File: config.mk
export PLATFORM = sky130hd
export DESIGN_NAME = vli_decoder_flat
export DESIGN_NICKNAME = d
export VERILOG_FILES = /design/src/rtl/vli_decoder_if.sv /design/src/rtl/vli_decoder.sv /design/src/flat_wrapper.sv
export SDC_FILE = /design/constraint.sdc
export NUM_CORES = 1
export LEC_CHECK = 0
export BUFFER_PORTS_ARGS = -buffer_cell sky130_fd_sc_hd__buf_2
export CAP_MARGIN = 25
export CELL_PAD_IN_SITES_DETAIL_PLACEMENT = 0
export CELL_PAD_IN_SITES_GLOBAL_PLACEMENT = 1
export CORE_UTILIZATION = 38
export DETAILED_ROUTE_END_ITERATION = 8
export PLACE_DENSITY = 0.79
export SLEW_MARGIN = 20
export SYNTH_ARGS = -nofsm -noshare
export SYNTH_HDL_FRONTEND = slang
export SYNTH_SLANG_ARGS = --single-unit
File: constraint.sdc
create_clock -name clk -period 3.5 [get_ports clk]
set_input_delay 0 -clock clk [delete_from_list [all_inputs] [get_ports clk]]
set_output_delay 0 -clock clk [all_outputs]
set_load 0.02 [all_outputs]
File: src/rtl/vli_decoder_if.sv
// Bundle for the JPEG variable-length-integer decoder: raw SSSS/bits in,
// combinational and registered coefficient plus status out.
interface vli_decoder_if;
  logic [3:0]         size;
  logic [10:0]        symbol;
  logic               in_valid;
  logic signed [11:0] value;
  logic signed [11:0] value_r;
  logic               out_valid;
  logic               err;

  modport master (
    output size, symbol, in_valid,
    input  value, value_r, out_valid, err
  );

  modport slave (
    input  size, symbol, in_valid,
    output value, value_r, out_valid, err
  );
endinterface

File: src/rtl/vli_decoder.sv
// JPEG VLI decoder: combinational SSSS/bits -> signed coefficient, plus a one-cycle
// registered copy. Optional macro VLI_MASK_SYMBOL_EN clears symbol bits at/above size.
module vli_decoder (
  input  logic         clk,
  input  logic         reset,
  vli_decoder_if.slave bus
);

  localparam logic [3:0] MaxSize = 4'd11;

  logic               size_legal;
  logic               size_zero;
  logic [11:0]        offset;     // 2^size - 1
  logic [10:0]        sign_mask;  // one-hot at bit size-1
  logic [10:0]        sym_eff;
  logic               sign_bit;
  logic signed [11:0] value_d;

  logic signed [11:0] value_r_q;
  logic               out_valid_q;
  logic               err_q;

  // NOTE: combinational blocks use blocking assignments and give every output a
  // value on every path, so no latch can be inferred.
  always_comb begin
    size_legal = (bus.size <= MaxSize);
    size_zero  = (bus.size == 4'd0);
    offset     = (12'd1 << bus.size) - 12'd1;
    // x ^ (x >> 1) isolates the top set bit of a 2^k-1 mask.
    sign_mask  = offset[10:0] ^ (offset[10:0] >> 1);
`ifdef VLI_MASK_SYMBOL_EN
    sym_eff    = bus.symbol & offset[10:0];
`else
    sym_eff    = bus.symbol;
`endif
    sign_bit   = |(bus.symbol & sign_mask);

    value_d = '0;
    if (size_legal && !size_zero) begin
      if (sign_bit) begin
        value_d = signed'({1'b0, sym_eff});
      end else begin
        value_d = signed'({1'b0, sym_eff} - offset);
      end
    end
  end

  // NOTE: state registers use non-blocking assignments so every flop samples
  // pre-edge values regardless of process ordering.
  always_ff @(posedge clk or posedge reset) begin
    if (reset) begin
      value_r_q   <= '0;
      out_valid_q <= 1'b0;
      err_q       <= 1'b0;
    end else begin
      out_valid_q <= bus.in_valid;
      err_q       <= bus.in_valid & ~size_legal;
      if (bus.in_valid) begin
        value_r_q <= value_d;
      end
    end
  end

  assign bus.value     = value_d;
  assign bus.value_r   = value_r_q;
  assign bus.out_valid = out_valid_q;
  assign bus.err       = err_q;

endmodule

File: src/flat_wrapper.sv
// flat-port wrapper written by rule: the top's interface ports become plain ports
module vli_decoder_flat 
  (clk, reset, bus_size, bus_symbol, bus_in_valid, bus_value, bus_value_r, bus_out_valid, bus_err);
  vli_decoder_if bus_i ();
  input  logic clk;
  input  logic reset;
  input wire logic [$bits(bus_i.size)-1:0] bus_size;
  input wire logic [$bits(bus_i.symbol)-1:0] bus_symbol;
  input wire logic [$bits(bus_i.in_valid)-1:0] bus_in_valid;
  output wire logic [$bits(bus_i.value)-1:0] bus_value;
  output wire logic [$bits(bus_i.value_r)-1:0] bus_value_r;
  output wire logic [$bits(bus_i.out_valid)-1:0] bus_out_valid;
  output wire logic [$bits(bus_i.err)-1:0] bus_err;
  assign bus_i.size = bus_size;
  assign bus_i.symbol = bus_symbol;
  assign bus_i.in_valid = bus_in_valid;
  assign bus_value = bus_i.value;
  assign bus_value_r = bus_i.value_r;
  assign bus_out_valid = bus_i.out_valid;
  assign bus_err = bus_i.err;
  vli_decoder u_core (.clk(clk), .reset(reset), .bus(bus_i));
endmodule
==> results of run 1 <==
==> logic make-up after synthesis <==
family                     count (synthesis)  share of synthesized area
AOI/OAI and AO/OA                         55                      0.239
xor gates and xnor gates                  13                     0.0700
adders and majority gates                 10                     0.0800
buffers and inverters                     23                     0.0677
DFF                                       14                      0.215
muxes                                     14                     0.0908
and+or+nand+nor                           74                      0.237
==> final cells by class <==
type / count / area, sq um
fillers: 422 / 2100
flip-flops and latches: 14 / 350
multi-input cells: 166 / 1180
clock buffers: 4 / 55.1
repair buffers: 49 / 265
inverters: 11 / 41.3
well taps: 50 / 62.6
==> how the worst max path moves through the flow <==
stage / startpoint / end / cells after the start
floorplan: bus_size[0] / u_core.bus.value_r[11]$_DFFE_PP0P_ / 16
CTS: bus_size[2] / bus_value[8] / 16
detailed placement: bus_size[2] / u_core.bus.value_r[11]$_DFFE_PP0P_ / 15
finish: bus_size[2] / bus_value[8] / 16
global placement: bus_size[2] / u_core.bus.value_r[11]$_DFFE_PP0P_ / 15
global route: bus_size[2] / bus_value[8] / 16
==> cells in the final DEF (no fill, tap or decap), drive strengths merged, types with 2 or more instances in the layout <==
cell         count
o41ai            2
clkbuf           4
o31ai            5
and3             2
nand2           12
nor2            27
o211ai           3
or2              4
a211oi           5
mux2i            8
xor2             8
dfrtp           14
o21a             2
nand3            2
xnor2            5
nor2b            3
o21ai           10
nor3             5
and2             3
ha               8
and3b            3
o221ai           3
dlygate4sd3      2
a21o             2
buf             47
a21oi            8
o2bb2ai          4
nand2b           3
nor3b            2
a31oi            5
inv             10
or3              3
mux2             6
==> sequential cells by signal, indices dropped and copies added, names as in the netlist <==
signal / cells
u_core.bus.out_valid: 1
u_core.bus.err: 1
u_core.bus.value_r: 12
==> worst min-delay path: cells and delay by family <==
kind                   cells  cell delay [ns]
buffers and inverters      1             0.12
AOI/OAI and AO/OA          1             0.13
muxes                      1             0.10
==> power groups by stage <==
stage	Clock [mW]	Sequential, mW	Combinational, mW
6_report	0.159	0.199	0.355
5_1_grt	0.174	0.202	0.392
4_1_cts	0.164	0.199	0.354
3_5_place_dp	0	0.202	0.351
3_3_place_gp	0	0.202	0.352
2_1_floorplan	0	0.234	0.223
==> per-stage QoR <==
stage          hold WS [ns]  total power [mW]  utilization  instances
6_report              0.133             0.713        0.482        294
5_1_grt               0.157             0.768        0.482        294
2_1_floorplan        -0.111             0.457            -        203
3_5_place_dp         0.0629             0.553        0.460        288
4_1_cts               0.145             0.717        0.478        294
3_3_place_gp         0.0610             0.554        0.460        288
==> per-layer routing <==
metal	vias to the layer above	global-route usage	part of all wire
li1	824	-	-
met1	752	0.277	0.49
met5	-	0	0
met3	3	0.0253	0.027
met2	34	0.329	0.48
met4	0	0.0319	0.0031
==> repair_timing <==
item | in CTS | in global routing
setup buffers | 0 | 0
setup endpoints to repair | 0 | 3
endpoints found under the hold margin | 15 | 0
gates resized for setup | 0 | 2
hold buffers | 2 | 0
==> impl_metrics.ini, run 1 <==
[outcome]
outcome = finished, final reports clean

[logic_synthesis]
synth_area_leader_cell = dfrtp_1
seq_area_frac_synth = 0.215
syn-cell-area_sq_um = 1630
ys_ff_latch = 14
yosys.area.top_type_share = 0.215
yosysWarningCount = 0
yosysMostFrequentCell = nor2_1
syn_inst = 203
netlist_top_cells_area = dfrtp_1, nor2_1, ha_1
yosys_most_used_dff = dfrtp_1
yosys.cell_types.count = 55
synth_edf_count = 0
ys_top_cells_by_count = nor2_1, dfrtp_1, nand2_1, inv_1, o21ai_0
postSynthAreaPerCell_sq_um = 8.01
synth_nets = 230
synthArstFlopShare = 1.00

[global_routing]
antenna_found_initial = 0
grt-ovfl-total = 0
grt_pass1_wl_um = 6800
first_global_vias = 1400
grt_max_degree = 23
grt_usage = 0.199

[floorplan]
io_pins = 44
row_count = 23
start_util = 0.401
core_area_sq_um = 4060
die-area_sq_um = 4550
die_w_um = 67.4
fp.dieH_um = 67.4

[clock_network]
clk_latency_ns = 0.25
cts-root-buf = clkbuf_8
cts.htree.levels = 1
cts_tree = yes
clkTransAtPathRegs_ns = 0.06
clock_sinks = 14
cts_buffer_depth = 2
cts_made_buffers = 3

[cells_and_area]
finish.net_count = 272
drive_gt1_frac = 0.266
diodes = 0
syn_to_final_growth_pct = 20.2
stdcell_area_sq_um = 1960

[critical_path]
critical_path_arrival_ns = 3.12
path_cells = buf_2, or2_1, inv_1, nand3b_1, ha_1, xnor2_2, ha_1, a211oi_1, nor2_1, o22a_1, a21oi_1, o221ai_1, xor2_1, mux2i_1, nor2_1, buf_2
worst_path_dominant_cell_family = compound AO/OA/AOI/OAI gates
worst-path-buf-inv = 3
r2r-end = u_core.bus.value_r[3]$_DFFE_PP0P_
r2r-start = u_core.bus.value_r[3]$_DFFE_PP0P_
ff2ff_path_depth = 1
crit_path_top_delay_cell = ha_1
reg2reg_slack_ns = 2.73
critPathCaptureType = output port
cp-start-kind = input port
critPathKind = input port to output port
cp_slowest_stage_delay_ns = 0.36
critPathRequiredTime_ns = 3.50
crit_fanout = 9

[job]
maxCapViolations = 0

[power_and_ir_drop]
p_comb_frac = 0.497
leakage_nw = 0.960
p_per_area_nw_per_um2 = 365
switching_share = 0.402
clkPwrFrac = 0.223
peakVddDrop_mv = 0.251
seq_power_share = 0.280
p_sw_mw = 0.287
internal_power_mw = 0.426

[routing]
drc_errors = 0
routedWlPerCell_um = 14.3
ant_nets = 0
drtPass1Iterations = 4
routed_wl_um = 4190
vias = 1613
drtIter0Drc = 118
avgViaCountPerCell = 5.49

[sta]
finalCritPeriodShare = 0.892
rsz0062_at_grt = false
hold_viol_final = 0
finalSetupViolCount = 0
period_needed_ns = 3.12
tns_ns = 0
fmax_ghz = 0.320
fin_skew_ns = 0
maxSlewViolCount = 0
setup_ws_ns = 0.378
tightest_slew_ns = 0.606
slew_headroom = 0.592

[placement]
hpwlAfterDp_um = 3270
port-buffer-count = 43
gp_congestion = 0.834
placed_area_sq_um = 1870
place_ws_ns = 0.334

[hold_path]
min_from = bus_symbol[8]
hold_path_class = input port to register
hold_end = u_core.bus.value_r[8]$_DFFE_PP0P_
hold_depth = 3
(Power assumes the default switching activity.)
==> run 2, diff against run 1 <==
--- a/config.mk
+++ b/config.mk
@@ -7,9 +7,9 @@
 export LEC_CHECK = 0
 export BUFFER_PORTS_ARGS = -buffer_cell sky130_fd_sc_hd__buf_2
 export CAP_MARGIN = 25
-export CELL_PAD_IN_SITES_DETAIL_PLACEMENT = 0
-export CELL_PAD_IN_SITES_GLOBAL_PLACEMENT = 1
-export CORE_UTILIZATION = 38
+export CELL_PAD_IN_SITES_DETAIL_PLACEMENT = 2
+export CELL_PAD_IN_SITES_GLOBAL_PLACEMENT = 2
+export CORE_UTILIZATION = 30
 export DETAILED_ROUTE_END_ITERATION = 8
 export PLACE_DENSITY = 0.79
 export SLEW_MARGIN = 20
==> run 2 against run 1 <==
  * First-iteration DRC count down 9.3%
  * Hold slack worse by 0.0038 ns
  * Critical path depth down 1
  * Sequential share of layout area about the same
  * Register-to-register slack about the same
  * Setup slack worse by 0.17 ns
  * Combinational power up 5%
  * Cell count up 6.5%
  * Largest cell class unchanged
  * Highest routed layer unchanged
==> impl_metrics.ini, run 2 (same netlist as run 1, synthesis figures left out) <==
[clock_network]
cts_buffer_depth = 2
cts-root-buf = clkbuf_8
cts_setup_buffers = 0
cts_made_buffers = 3
cts.htree.levels = 1
cts_tree = yes
clock_sinks = 14
clk_latency_ns = 0.25
clkTransAtPathRegs_ns = 0.06

[cells_and_area]
diodes = 0
stdcell_area_sq_um = 1960
fin_util = 0.378
largest_register_ffs = 12
stdcell_count = 313
layout_common_cells = buf_2, nor2_1, dfrtp_1
drive_gt1_frac = 0.259
syn_to_final_growth_pct = 20.3
finish.net_count = 272
layout_commonest_cell = buf_2

[sta]
finalCritPeriodShare = 0.940
finalSetupViolCount = 0
fmax_ghz = 0.304
fin_skew_ns = 0
rsz0062_at_grt = false
setup_ws_ns = 0.209
period_needed_ns = 3.29
slew_headroom = 0.531
maxSlewViolCount = 0
tns_ns = 0
tightest_slew_ns = 0.696
fin_hold_ws_ns = 0.129
hold_viol_final = 0

[power_and_ir_drop]
switching_share = 0.433
internal_power_mw = 0.401
p_sw_mw = 0.306
seq_power_share = 0.283
leakage_nw = 0.942
peakVddDrop_mv = 0.206
clkPwrFrac = 0.191
power_mw = 0.708
p_per_area_nw_per_um2 = 362
p_comb_frac = 0.526

[global_routing]
first_global_vias = 1806
grt-ovfl-total = 0
antenna_found_initial = 0
grt_usage = 0.216
grt_pass1_wl_um = 9230
grt_max_degree = 23

[routing]
drtIter0Drc = 107
routedWlPerCell_um = 18.3
avgViaCountPerCell = 5.46
routed_wl_um = 5740
drc_errors = 0
ant_nets = 0
vias = 1708
drtPass1Iterations = 4

[job]
maxCapViolations = 0

[placement]
port-buffer-count = 43
dp_cells = 308
gp_congestion = 0.771
placed_area_sq_um = 1890
place_ws_ns = 0.162
hpwlAfterDp_um = 4470

[critical_path]
critical_path_arrival_ns = 3.29
crit_fanout = 16
critPathKind = input port to output port
cp-start-kind = input port
critPathRequiredTime_ns = 3.50
critPathCaptureType = output port

[outcome]
outcome = finished, final reports clean

[floorplan]
core_area_sq_um = 5170
io_pins = 44
die_w_um = 75.6
die-area_sq_um = 5720
fp.dieH_um = 75.6
row_count = 26
start_util = 0.314

[hold_path]
hold_path_class = input port to register
[run 2: worst max-delay path: stages]
cell and delay (ns):
buf_2 0.10, or2_1 0.27, inv_1 0.12, nand3b_1 0.11
ha_1 0.25, buf_4 0.19, a22oi_1 0.19, o22ai_1 0.15
ha_1 0.22, nor4_1 0.30, and4bb_1 0.31, nand2_2 0.23
or3_1 0.47, a21oi_2 0.17, buf_2 0.20
[run 2: what timing repair did]
action / 4_1_cts / 5_1_grt
resized for setup: 0 / 1
hold buffers: 2 / 0
endpoints found under the hold margin: 15 / 0
endpoints found under the setup margin: 0 / 1
[run 2: cell type report]
type	count	area [sq um]
Inverter	11	41.3
Fill cell	615	3220
Timing Repair Buffer	49	265
Tap cell	70	87.6
Clock buffer	3	41.3
Sequential cell	14	350
Multi-Input combinational cell	166	1170
[run 2: path summary, 6_finish.rpt]
check                                                          end  slack, ns                         startpoint  cells after the start
worst max-delay path                                  bus_value[3]       0.21                        bus_size[2]                     15
worst min-delay path             u_core.bus.value_r[8]$_DFFE_PP0P_       0.13                      bus_symbol[8]                      3
worst max register to register   u_core.bus.value_r[0]$_DFFE_PP0P_       2.73  u_core.bus.value_r[0]$_DFFE_PP0P_                      1
worst min register to register   u_core.bus.value_r[3]$_DFFE_PP0P_       0.49  u_core.bus.value_r[3]$_DFFE_PP0P_                      1
max in group asynchronous        u_core.bus.value_r[0]$_DFFE_PP0P_       2.73                              reset                      3
min in group asynchronous       u_core.bus.value_r[11]$_DFFE_PP0P_       0.39                              reset                      3
[run 2: routing by layer]
| metal | GRT usage | routed length, um |
|---|---|---|
| met4 | 0.0309 | 27 |
| met1 | 0.272 | 2590 |
| met3 | 0.0278 | 91 |
| met2 | 0.401 | 3020 |
| met5 | 0 | 0 |
[run 2: power by group through the flow]
stage | clock network, mW | registers, mW | logic [mW]
detailed placement | 0 | 0.203 | 0.368
floorplan | 0 | 0.234 | 0.223
global route | 0.150 | 0.202 | 0.403
CTS | 0.138 | 0.200 | 0.374
finish | 0.135 | 0.200 | 0.372
global placement | 0 | 0.201 | 0.358
==> run 3, diff against run 2 <==
--- a/config.mk
+++ b/config.mk
@@ -12,6 +12,7 @@
 export CORE_UTILIZATION = 30
 export DETAILED_ROUTE_END_ITERATION = 8
 export PLACE_DENSITY = 0.79
+export SETUP_SLACK_MARGIN = 0.4
 export SLEW_MARGIN = 20
 export SYNTH_ARGS = -nofsm -noshare
 export SYNTH_HDL_FRONTEND = slang
==> run 3 against run 2 <==
  * Flip-flop and latch count stayed put
  * First-iteration DRC count decreased by 23%
  * Wire length is essentially flat
  * Largest power group unchanged
==> impl_metrics.ini, run 3 (same netlist as run 1, synthesis figures left out) <==
[routing]
drtIter0Drc = 82
drc_errors = 0
routedWlPerCell_um = 18.2
ant_nets = 0
avgViaCountPerCell = 5.51
vias = 1737
routed_wl_um = 5740
drtPass1Iterations = 4

[clock_network]
clk_latency_ns = 0.25
cts-root-buf = clkbuf_8
cts.htree.levels = 1
cts_tree = yes
cts_setup_buffers = 0
cts_buffer_depth = 2
clock_sinks = 14
clkTransAtPathRegs_ns = 0.06
cts_made_buffers = 3

[sta]
rsz0062_at_grt = true
fin_skew_ns = 0
setup_ws_ns = 0.593
fmax_ghz = 0.344
maxSlewViolCount = 0
hold_viol_final = 0
finalSetupViolCount = 0
tightest_slew_ns = 0.637
finalCritPeriodShare = 0.831
tns_ns = 0
period_needed_ns = 2.91
slew_headroom = 0.571

[critical_path]
startpoint = bus_size[2]
cp-start-kind = input port
crit_path_end = bus_value[11]
reg2reg_slack_ns = 2.74
critPathKind = input port to output port
critPathRequiredTime_ns = 3.50
crit_fanout = 9
critical_path_arrival_ns = 2.91
critPathCaptureType = output port
ff2ff_path_depth = 1
r2r-start = u_core.bus.value_r[4]$_DFFE_PP0P_
r2r-end = u_core.bus.value_r[4]$_DFFE_PP0P_

[cells_and_area]
fillers = 597
syn_to_final_growth_pct = 27.2
largest_register_ffs = 12
fin_util = 0.400
finish.net_count = 273
drive_gt1_frac = 0.331
layout_common_cells = buf_2, nor2_1, dfrtp_1
diodes = 0
layout_commonest_cell = buf_2

[power_and_ir_drop]
p_comb_frac = 0.520
leakage_nw = 0.983
internal_power_mw = 0.437
switching_share = 0.418
clkPwrFrac = 0.214
seq_power_share = 0.266
power_mw = 0.751
p_per_area_nw_per_um2 = 363
peakVddDrop_mv = 0.210
p_sw_mw = 0.314

[floorplan]
fp.dieH_um = 75.6
row_count = 26
io_pins = 44
die-area_sq_um = 5720
start_util = 0.314
core_area_sq_um = 5170
die_w_um = 75.6

[global_routing]
grt_max_degree = 23
grt_pass1_wl_um = 9420
grt-ovfl-total = 0
antenna_found_initial = 0
first_global_vias = 1785
grt_usage = 0.221

[placement]
port-buffer-count = 43
hpwlAfterDp_um = 4400
gp_congestion = 0.795
place_ws_ns = 0.0981

[outcome]
outcome = finished, final reports clean

[job]
maxCapViolations = 0

[hold_path]
hold_path_class = input port to register
==> run 3: worst min-delay path by stage <==
stage | from | end | depth (start not counted) | slack, ns
detailed placement | reset | u_core.bus.value_r[10]$_DFFE_PP0P_ | 2 | 0.09
global placement | reset | u_core.bus.value_r[10]$_DFFE_PP0P_ | 2 | 0.07
floorplan | reset | u_core.bus.err$_DFF_PP0_ | 1 | -0.11
CTS | bus_symbol[8] | u_core.bus.value_r[8]$_DFFE_PP0P_ | 3 | 0.12
finish | bus_symbol[8] | u_core.bus.value_r[8]$_DFFE_PP0P_ | 3 | 0.11
global route | bus_symbol[8] | u_core.bus.value_r[8]$_DFFE_PP0P_ | 3 | 0.14
==> run 3: layout make-up <==
| type | instances | area, sq um | area share |
|---|---|---|---|
| clock buffers | 4 | 55.1 | 0.0266 |
| repair buffers | 50 | 275 | 0.133 |
| well taps | 70 | 87.6 | 0.0423 |
| flip-flops and latches | 14 | 350 | 0.169 |
| multi-input cells | 166 | 1260 | 0.609 |
| inverters | 11 | 41.3 | 0.0200 |
==> run 3: layer usage <==
metal  vias to the layer above  share of wire  global-route usage
li1                        824              -                   -
met1                       875           0.45               0.277
met2                        36           0.52               0.411
met3                         2          0.025              0.0291
met4                         0         0.0037              0.0329
met5                         -              0                   0
==> run 3: power groups by stage <==
stage	Clock, mW	Combinational, mW	Sequential [mW]
2_1_floorplan	0	0.224	0.234
3_3_place_gp	0	0.360	0.201
3_5_place_dp	0	0.370	0.203
4_1_cts	0.165	0.381	0.201
5_1_grt	0.173	0.426	0.203
6_report	0.160	0.391	0.200
==> run 3: critical path, stage by stage <==
cell and delay [ns]:
buf_2 0.10, or2_1 0.27, inv_2 0.10, nand3b_1 0.13, ha_4 0.23, xnor2_2 0.20, ha_2 0.34, o21ai_1 0.19
a21oi_2 0.10, o41ai_2 0.41, o31ai_2 0.14, a31oi_1 0.22, nor3_1 0.08, nor3_2 0.19, buf_2 0.20
==> run 3: repair_timing <==
action	4_1_cts	5_1_grt
hold buffers	2	0
pin swaps	0	2
resized for setup	7	13
setup endpoints to repair	6	10
hold endpoints to repair	15	0
==> run 3: stage by stage <==
step,hold WS [ns],instances,cell area [sq um]
floorplan,-0.111,203,1630
global placement,0.0673,309,1900
detailed placement,0.0856,309,1900
CTS,0.123,315,2020
global route,0.144,315,2070
finish,0.113,315,2070
